`src/rtl/block_sync_ctrl.sv`:
```
// Block-lock controller for the 64b/66b offset seeker tree: resets the seeker,
// qualifies its offset over repeated frames, holds lock and re-searches on loss.
module block_sync_ctrl #(
  parameter int unsigned SETTLE_CYC   = 4,
  parameter int unsigned CONFIRM_CNT  = 16,
  parameter int unsigned WINDOW       = 64,
  parameter int unsigned LOSS_THR     = 8,
  parameter int unsigned SEEK_TIMEOUT = 1024
) (
  input  logic       clk_i,
  input  logic       rst_i,
  input  logic       seek_vld_i,
  input  logic       seek_synced_i,
  input  logic [6:0] seek_pos_i,
  output logic       seek_rst_o,
  output logic       locked_o,
  output logic [6:0] lock_pos_o,
  output logic [7:0] relock_cnt_o,
  output logic       timeout_o
);

  localparam int unsigned SettleW = $clog2(SETTLE_CYC + 1);
  localparam int unsigned ConfW   = $clog2(CONFIRM_CNT + 1);
  localparam int unsigned WinW    = $clog2(WINDOW + 1);
  localparam int unsigned BadW    = $clog2(LOSS_THR + 1);
  localparam int unsigned TmoW    = $clog2(SEEK_TIMEOUT + 1);

  localparam logic [SettleW-1:0] SettleLast = SettleW'(SETTLE_CYC - 1);
  localparam logic [ConfW-1:0]   ConfLast   = ConfW'(CONFIRM_CNT - 1);
  localparam logic [WinW-1:0]    WinLast    = WinW'(WINDOW - 1);
  localparam logic [BadW-1:0]    LossThr    = BadW'(LOSS_THR);
  localparam logic [TmoW-1:0]    TmoLast    = TmoW'(SEEK_TIMEOUT - 1);

  typedef enum logic [1:0] {StRstSeek, StSearch, StConfirm, StLocked} state_e;

  state_e             state_q, state_d;
  logic [SettleW-1:0] settle_q, settle_d;
  logic [ConfW-1:0]   conf_q, conf_d;
  logic [WinW-1:0]    win_q, win_d;
  logic [BadW-1:0]    bad_q, bad_d;
  logic [TmoW-1:0]    tmo_q, tmo_d;
  logic [6:0]         cand_q, cand_d;
  logic [6:0]         lock_pos_q, lock_pos_d;
  logic [7:0]         relock_q, relock_d;
  logic               seek_rst_q, seek_rst_d;
  logic               locked_q, locked_d;
  logic               timeout_q, timeout_d;

  logic               enter_rst, enter_lock, bad_frame;
  logic [BadW-1:0]    bad_nxt;

  always_comb begin
    state_d    = state_q;
    settle_d   = settle_q;
    conf_d     = conf_q;
    win_d      = win_q;
    bad_d      = bad_q;
    tmo_d      = tmo_q;
    cand_d     = cand_q;
    lock_pos_d = lock_pos_q;
    relock_d   = relock_q;
    seek_rst_d = seek_rst_q;
    locked_d   = locked_q;
    timeout_d  = 1'b0;
    enter_rst  = 1'b0;
    enter_lock = 1'b0;
    bad_frame  = !seek_synced_i || (seek_pos_i != lock_pos_q);
    bad_nxt    = bad_q + BadW'(bad_frame);

    unique case (state_q)
      StRstSeek: begin
        if (settle_q == SettleLast) begin
          state_d    = StSearch;
          seek_rst_d = 1'b0;
          settle_d   = '0;
        end else begin
          settle_d = settle_q + 1'b1;
        end
      end
      StSearch: begin
        if (seek_vld_i) begin
          if (seek_synced_i) begin
            cand_d  = seek_pos_i;
            conf_d  = ConfW'(1);
            state_d = StConfirm;
            if (CONFIRM_CNT <= 1) enter_lock = 1'b1;
          end else if (tmo_q == TmoLast) begin
            timeout_d = 1'b1;
            enter_rst = 1'b1;
          end else begin
            tmo_d = tmo_q + 1'b1;
          end
        end
      end
      StConfirm: begin
        if (seek_vld_i) begin
          if (seek_synced_i && (seek_pos_i == cand_q)) begin
            if (conf_q == ConfLast) enter_lock = 1'b1;
            else                    conf_d = conf_q + 1'b1;
          end else begin
            // Disagreement falls back to search without resetting the seeker.
            state_d = StSearch;
            conf_d  = '0;
          end
        end
      end
      StLocked: begin
        if (seek_vld_i) begin
          // Threshold wins over a coincident window wrap.
          if (bad_nxt == LossThr) begin
            locked_d  = 1'b0;
            relock_d  = (relock_q == 8'hff) ? relock_q : relock_q + 1'b1;
            enter_rst = 1'b1;
          end else if (win_q == WinLast) begin
            win_d = '0;
            bad_d = '0;
          end else begin
            win_d = win_q + 1'b1;
            bad_d = bad_nxt;
          end
        end
      end
      default: enter_rst = 1'b1;
    endcase

    if (enter_rst) begin
      state_d    = StRstSeek;
      seek_rst_d = 1'b1;
      settle_d   = '0;
      conf_d     = '0;
      tmo_d      = '0;
      win_d      = '0;
      bad_d      = '0;
    end
    if (enter_lock) begin
      state_d    = StLocked;
      locked_d   = 1'b1;
      lock_pos_d = cand_d;
      conf_d     = '0;
      win_d      = '0;
      bad_d      = '0;
    end
  end

  always_ff @(posedge clk_i) begin
    if (rst_i) begin
      state_q    <= StRstSeek;
      settle_q   <= '0;
      conf_q     <= '0;
      win_q      <= '0;
      bad_q      <= '0;
      tmo_q      <= '0;
      cand_q     <= '0;
      lock_pos_q <= '0;
      relock_q   <= '0;
      seek_rst_q <= 1'b1;
      locked_q   <= 1'b0;
      timeout_q  <= 1'b0;
    end else begin
      state_q    <= state_d;
      settle_q   <= settle_d;
      conf_q     <= conf_d;
      win_q      <= win_d;
      bad_q      <= bad_d;
      tmo_q      <= tmo_d;
      cand_q     <= cand_d;
      lock_pos_q <= lock_pos_d;
      relock_q   <= relock_d;
      seek_rst_q <= seek_rst_d;
      locked_q   <= locked_d;
      timeout_q  <= timeout_d;
    end
  end

  assign seek_rst_o   = seek_rst_q;
  assign locked_o     = locked_q;
  assign lock_pos_o   = lock_pos_q;
  assign relock_cnt_o = relock_q;
  assign timeout_o    = timeout_q;

endmodule
```
`config.mk`:
```
export PLATFORM = sky130hd
export DESIGN_NAME = block_sync_ctrl
export DESIGN_NICKNAME = d
export VERILOG_FILES = /design/src/rtl/block_sync_ctrl.sv
export SDC_FILE = /design/constraint.sdc
export NUM_CORES = 1
export LEC_CHECK = 0
export BUFFER_PORTS_ARGS = -buffer_cell sky130_fd_sc_hd__buf_2
export CORE_MARGIN = 2
export CORE_UTILIZATION = 40
export DETAILED_ROUTE_END_ITERATION = 16
export PLACE_DENSITY = 0.57
export SETUP_SLACK_MARGIN = 0.3
export SLEW_MARGIN = 20
export SYNTH_ARGS = -nofsm -noshare
export SYNTH_HDL_FRONTEND = slang
export SYNTH_SLANG_ARGS = --single-unit
```
`constraint.sdc`:
```
create_clock -name clk_i -period 4.2 [get_ports clk_i]
set_clock_uncertainty 0.2 [all_clocks]
set_input_delay 0.21 -clock clk_i [delete_from_list [all_inputs] [get_ports clk_i]]
set_output_delay 0.21 -clock clk_i [all_outputs]
set_load 0.005 [all_outputs]
```
==> results of run 1 <==
[through the flow]
stage / power (mW) / worst slack (ps)
2_1_floorplan: 0.744 / 1450
6_report: 1.29 / 861
4_1_cts: 1.32 / 894
3_5_place_dp: 0.782 / 1100
3_3_place_gp: 0.778 / 1170
5_1_grt: 1.37 / 533
[final cells by class]
type                       instances  area share (%)
clock inverter                     4            1.55
clock buffer                      12            4.70
inverter                           5           0.569
tap                               96            3.64
sequential                        57            34.6
multi-input combinational        249            49.2
timing repair buffer              33            5.76
[critical path, stage by stage]
cell and delay (ps):
dlygate4sd3_1 530, buf_2 140, xor2_1 140, nor4_1 380
nand4_1 150, ha_1 220, ha_1 290, nor2_1 150
nand3_1 130, or2_0 400, nor4_1 400, xnor2_1 160
nor2_1 50
[cells by family (layout without fill, tap and decap cells)]
group / after synthesis / count (layout)
multiplexers: 15 / 15
AO/OA/AOI/OAI: 39 / 39
buffers and inverters: 16 / 54
flip-flops: 57 / 57
XOR/XNOR: 38 / 38
AND/OR/NAND/NOR: 149 / 149
adder cells (fa/ha/maj): 8 / 8
[worst paths after layout]
path / start / to / slack [ps] / cells past startpoint
worst max-delay path: seek_pos_i[1] / relock_cnt_o[5] / 860 / 13
worst min-delay path: seek_pos_i[2] / cand_q[2] / 20 / 3
worst max register to register: lock_pos_o[1] / relock_cnt_o[5] / 1070 / 11
worst min register to register: tmo_q[10] / tmo_q[10] / 230 / 2
[power groups by stage]
stage          registers [mW]  clock network [mW]  logic [mW]
6_report                0.599               0.522       0.174
5_1_grt                 0.604               0.566       0.196
4_1_cts                 0.598               0.543       0.175
2_1_floorplan           0.593                   0       0.150
3_5_place_dp            0.611                   0       0.170
3_3_place_gp            0.611                   0       0.168
[state kept, by name (all words and copies together), names as in the netlist]
name	count
tmo_q	11
relock_cnt_o	8
cand_q	7
lock_pos_o	7
win_q	7
conf_q	5
bad_q	4
settle_q	3
state_q	2
locked_o	1
seek_rst_o	1
timeout_o	1
[cells in the mapped netlist (all sizes together) (6+ instances only)]
cell type   n  area [um^2]
ha          8          100
o21ai      11         55.1
xor2       16          140
nor4        6         65.1
nand3      10         60.1
mux2i      15          150
a21oi       9         45.0
nand2      29          109
nor3        6         30.0
dfxtp      57         1140
nand4       9         56.3
a211oi      8         60.1
nor2       58          218
xnor2      22          193
buf         9         47.6
[cell usage in the layout (no fill, tap or decap), types with 2 or more instances in the layout]
cell	n
nor4_1	3
o21a_1	3
xnor2_1	22
a21oi_1	9
nand3b_1	5
nor3_1	6
nand3_1	8
nor4_2	2
dfxtp_1	57
nand2_1	29
clkbuf_8	11
ha_1	8
xor2_1	16
nand4_1	9
mux2i_1	15
and2_1	3
a311oi_1	2
nor2_1	58
a211oi_1	8
o21ai_0	10
buf_2	28
and3_1	5
nor2b_1	2
nand3_2	2
nand2b_1	2
dlygate4sd3_1	5
inv_1	5
and4_1	2
[metal layers]
layer,vias up,wire length [um],global-route usage [%]
li1,1183,-,-
met1,996,2770,20.9
met2,28,2520,24.0
met3,5,148,4.48
met4,0,42,4.13
met5,-,0,0
[timing repair]
item / in CTS / in global routing
hold endpoints to repair: 5 / 0
hold buffers: 5 / 0
resized for setup: 0 / 0
==> results.sh, run 1 <==
export IMPL_cp_end_kind="register"
export IMPL_grt_max_degree=29
export IMPL_async_flop_share_pct=0
export IMPL_dpl_cell_count=435
export IMPL_p_switching_uw=341
export IMPL_grt_pass1_vias=1995
export IMPL_cts_tree="yes"
export IMPL_syn_inst=322
export IMPL_rsz0062_at_grt="no"
export IMPL_clock_fmax_ghz=0.299
export IMPL_synth_top_family_by_area="simple AND/OR/NAND/NOR gates"
export IMPL_core_rowCount=30
export IMPL_finalCritPeriodShare_pct=79.5
export IMPL_postCtsSetupBuffers=0
export IMPL_worst_slew_pin_slew_ps=814
export IMPL_synth_area_mm2=0.00284
export IMPL_ir_drop_v=0.000202
export IMPL_relSlewSlack_pct=45.3
export IMPL_synth_xor_area_share_pct=11.7
export IMPL_syn_area_per_cell_um2=8.82
export IMPL_core_area_mm2=0.00683
export IMPL_startpoint_type="input port"
export IMPL_arrival_ps=3330
export IMPL_grt_overflow_total=0
export IMPL_htree_levels=3
export IMPL_synth_edf_count=0
export IMPL_cts_root_buf="clkbuf_8"
export IMPL_p_leak_nw=1.30
export IMPL_vias=2212
export IMPL_die_h_um=88.2
export IMPL_start_util_pct=41.6
export IMPL_num_nets_final=374
export IMPL_dpl_hpwl_mm=3.93
export IMPL_synth_compound_area_share_pct=9.30
export IMPL_grt_use_total_pct=15.4
export IMPL_routed_wl_mm=5.49
export IMPL_cts_sinks=57
export IMPL_grt_pass1_wl_mm=9.38
export IMPL_die_x_um=88.2
export IMPL_drv_cap=0
export IMPL_power_density_mw_per_mm2=392
export IMPL_sw_frac_of_total_pct=26.3
export IMPL_setup_violations=0
export IMPL_clock_latency_ps=330
export IMPL_hold_violations=0
export IMPL_seqPwrFrac_pct=46.2
export IMPL_die_area_mm2=0.00779
export IMPL_syn_nets=341
export IMPL_drive_gt1_share_pct=14.7
export IMPL_clk_pin_slew_worst_paths_ps=70
export IMPL_holdWs_ps=17.0
export IMPL_yosysUniqueCellTypes=48
export IMPL_fin_util_pct=48.3
export IMPL_tritoncts_num_buffers=9
export IMPL_wl_per_cell_um=12.0
export IMPL_ant_nets=0
export IMPL_antenna_cells=0
export IMPL_internal_power_uw=954
export IMPL_antenna_found_initial=0
export IMPL_setup_tns_ps=0
export IMPL_regArea_mm2=0.00114
export IMPL_drc=0
export IMPL_status="finished clean"
export IMPL_routed_via_density=4.85
export IMPL_path_max_fanout=9
export IMPL_firstDrtPassIters=4
export IMPL_muxShareOfSynthArea_pct=5.29
export IMPL_timing_final_crit_period_ps=3340
export IMPL_synth_seq_area_share_pct=40.2
export IMPL_multi_input_area_mm2=0.00162
export IMPL_place_area_mm2=0.00304
export IMPL_comb_power_share_pct=13.4
export IMPL_ys_warn_count=0
export IMPL_place_gp_congestion=0.783
export IMPL_clkPwrFrac_pct=40.3
export IMPL_worstPathRequired_ps=4190
export IMPL_synth_seq_cells=57
export IMPL_synthAdderAreaFrac_pct=3.53
export IMPL_drtIter0Drc=43
export IMPL_worstSetupPathType="input port to register"
export IMPL_cts_path_max_buffers=2
export IMPL_hold_class="input port to register"
export IMPL_synth_ff_type="dfxtp_1"
export IMPL_fillCellCount=678
export IMPL_io_buffer_count=28
export IMPL_area_growth_pct=16.3
export IMPL_ios=29
export IMPL_final_area_mm2=0.00330
export IMPL_final_cells=456
export IMPL_report_final_slew_viol_count=0
export IMPL_synthSimpleGateAreaFrac_pct=27.4
No activity file was read; power rests on OpenSTA's default activity.
==> run 2: changes to the inputs <==
Clock period 4.2 ns to 3.2 ns, I/O delays scaled along.
==> run 2 against run 1 <==
Effect of this change: sequential cell count stayed put; largest power group unchanged; final cell count is 1.5% higher; total power is 35% higher; hold slack better by 70 ps; sequential share of layout area is 1.6 points lower; register-to-register slack worse by 680 ps.
==> results.sh, run 2 (synthesized netlist as in run 1, its figures left out) <==
export IMPL_setup_tns_ps=0
export IMPL_final_cell_mix="nor2_1 (57), dfxtp_1 (56), nand2_1 (28), buf_2 (28), xnor2_1 (21)"
export IMPL_status="finished clean"
export IMPL_clock_fmax_ghz=0.356
export IMPL_routed_via_density=4.99
export IMPL_wl_per_cell_um=12.7
export IMPL_dpl_hpwl_mm=4.05
export IMPL_cts_sinks=57
export IMPL_tritoncts_num_buffers=9
export IMPL_die_h_um=88.2
export IMPL_reg2reg_slack_ps=390
export IMPL_rsz0062_at_grt="yes"
export IMPL_cts_tree="yes"
export IMPL_grt_overflow_total=0
export IMPL_grt_max_degree=29
export IMPL_drtIter0Drc=61
export IMPL_place_gp_congestion=0.752
export IMPL_num_nets_final=381
export IMPL_htree_levels=3
export IMPL_area_growth_pct=22.0
export IMPL_place_area_mm2=0.00307
export IMPL_ant_nets=0
export IMPL_grt_pass1_vias=2177
export IMPL_cts_root_buf="clkbuf_8"
export IMPL_startpoint_type="register"
export IMPL_clk_pin_slew_worst_paths_ps=70
export IMPL_hold_class="input port to register"
export IMPL_antenna_cells=0
export IMPL_routed_wl_mm=5.90
export IMPL_clock_latency_ps=340
export IMPL_largest_reg_flops=11
export IMPL_cp_end_kind="register"
export IMPL_final_common_cell="nor2_1"
export IMPL_p_leak_nw=1.32
export IMPL_core_rowCount=30
export IMPL_firstDrtPassIters=4
export IMPL_die_x_um=88.2
export IMPL_finalCritPeriodShare_pct=87.9
export IMPL_vias=2309
export IMPL_regMostFlops="tmo_q"
export IMPL_drv_cap=0
export IMPL_holdPathStages=2
export IMPL_ir_drop_v=0.000272
export IMPL_die_area_mm2=0.00779
export IMPL_postLayoutSetupSlackWorst_ps=387
export IMPL_path_max_fanout=5
export IMPL_worstSetupPathType="register to register"
export IMPL_hold_violations=0
export IMPL_worstPathRequired_ps=3200
export IMPL_grt_pass1_wl_mm=10.1
export IMPL_arrival_ps=2810
export IMPL_worst_slew_pin_slew_ps=983
export IMPL_power_density_mw_per_mm2=504
export IMPL_antenna_found_initial=0
export IMPL_cts_path_max_buffers=2
export IMPL_timing_final_crit_period_ps=2810
export IMPL_fin_util_pct=50.7
export IMPL_dpl_worst_slack_ps=87.1
export IMPL_report_final_slew_viol_count=0
export IMPL_grt_use_total_pct=16.6
export IMPL_r2r_cells=11
export IMPL_total_power_mw=1.75
export IMPL_io_buffer_count=28
export IMPL_drc=0
export IMPL_setup_violations=0
export IMPL_drive_gt1_share_pct=19.1
export IMPL_relSlewSlack_pct=34.2
export IMPL_final_area_mm2=0.00346
export IMPL_core_area_mm2=0.00683
export IMPL_ios=29
export IMPL_start_util_pct=41.6
==> run 2: per-stage QoR <==
| stage | instances | hold slack (ps) |
|---|---|---|
| after floorplan | 322 | 124 |
| after global placement | 438 | 211 |
| after detailed placement | 438 | 212 |
| after CTS | 461 | 81.6 |
| after global routing | 463 | 102 |
| final | 463 | 86.7 |
==> run 2: final timing paths <==
check | startpoint | end
setup reg to reg | lock_pos_o[4] | relock_cnt_o[4]
hold / removal | rst_i | cand_q[6]
setup / recovery | lock_pos_o[4] | relock_cnt_o[4]
hold reg to reg | tmo_q[10] | tmo_q[10]
==> run 2: layer usage <==
metal	share of wire (%)	up-vias	GRT usage (%)
met4	0.49	0	5.37
met5	0	-	0
met1	46	1070	20.9
met3	5.0	6	6.06
met2	48	40	26.7
li1	-	1193	-
==> run 2: repair_timing <==
item	CTS	global route
endpoints found under the hold margin	7	0
cloned	0	1
resized for setup	4	15
pin swaps	0	9
hold buffers	7	0
setup endpoints to repair	7	32
buffers inserted	0	1
==> run 2: worst max-delay path, stage by stage, from the launching register on <==
cell	delay, ps
dfxtp_2	340
xor2_1	170
nor4_2	270
nand4_1	130
ha_2	210
ha_1	300
nor2_2	120
nand3_2	120
or2_4	330
nor4b_4	300
xnor2_1	150
nor2_1	50
==> run 2: cell type report <==
type,count,area [um^2]
repair buffers,39,240
inverters,5,18.8
clock buffers,11,131
flip-flops and latches,57,1140
clock inverters,5,80.1
multi-input cells,250,1730
fillers,677,3370
well taps,96,120
==> run 2: where the power goes <==
part,total [mW],internal (mW),switching [mW]
logic,0.235,0.113,0.121
clock network,0.725,0.437,0.288
registers,0.786,0.741,0.0449
total,1.75,1.29,0.454
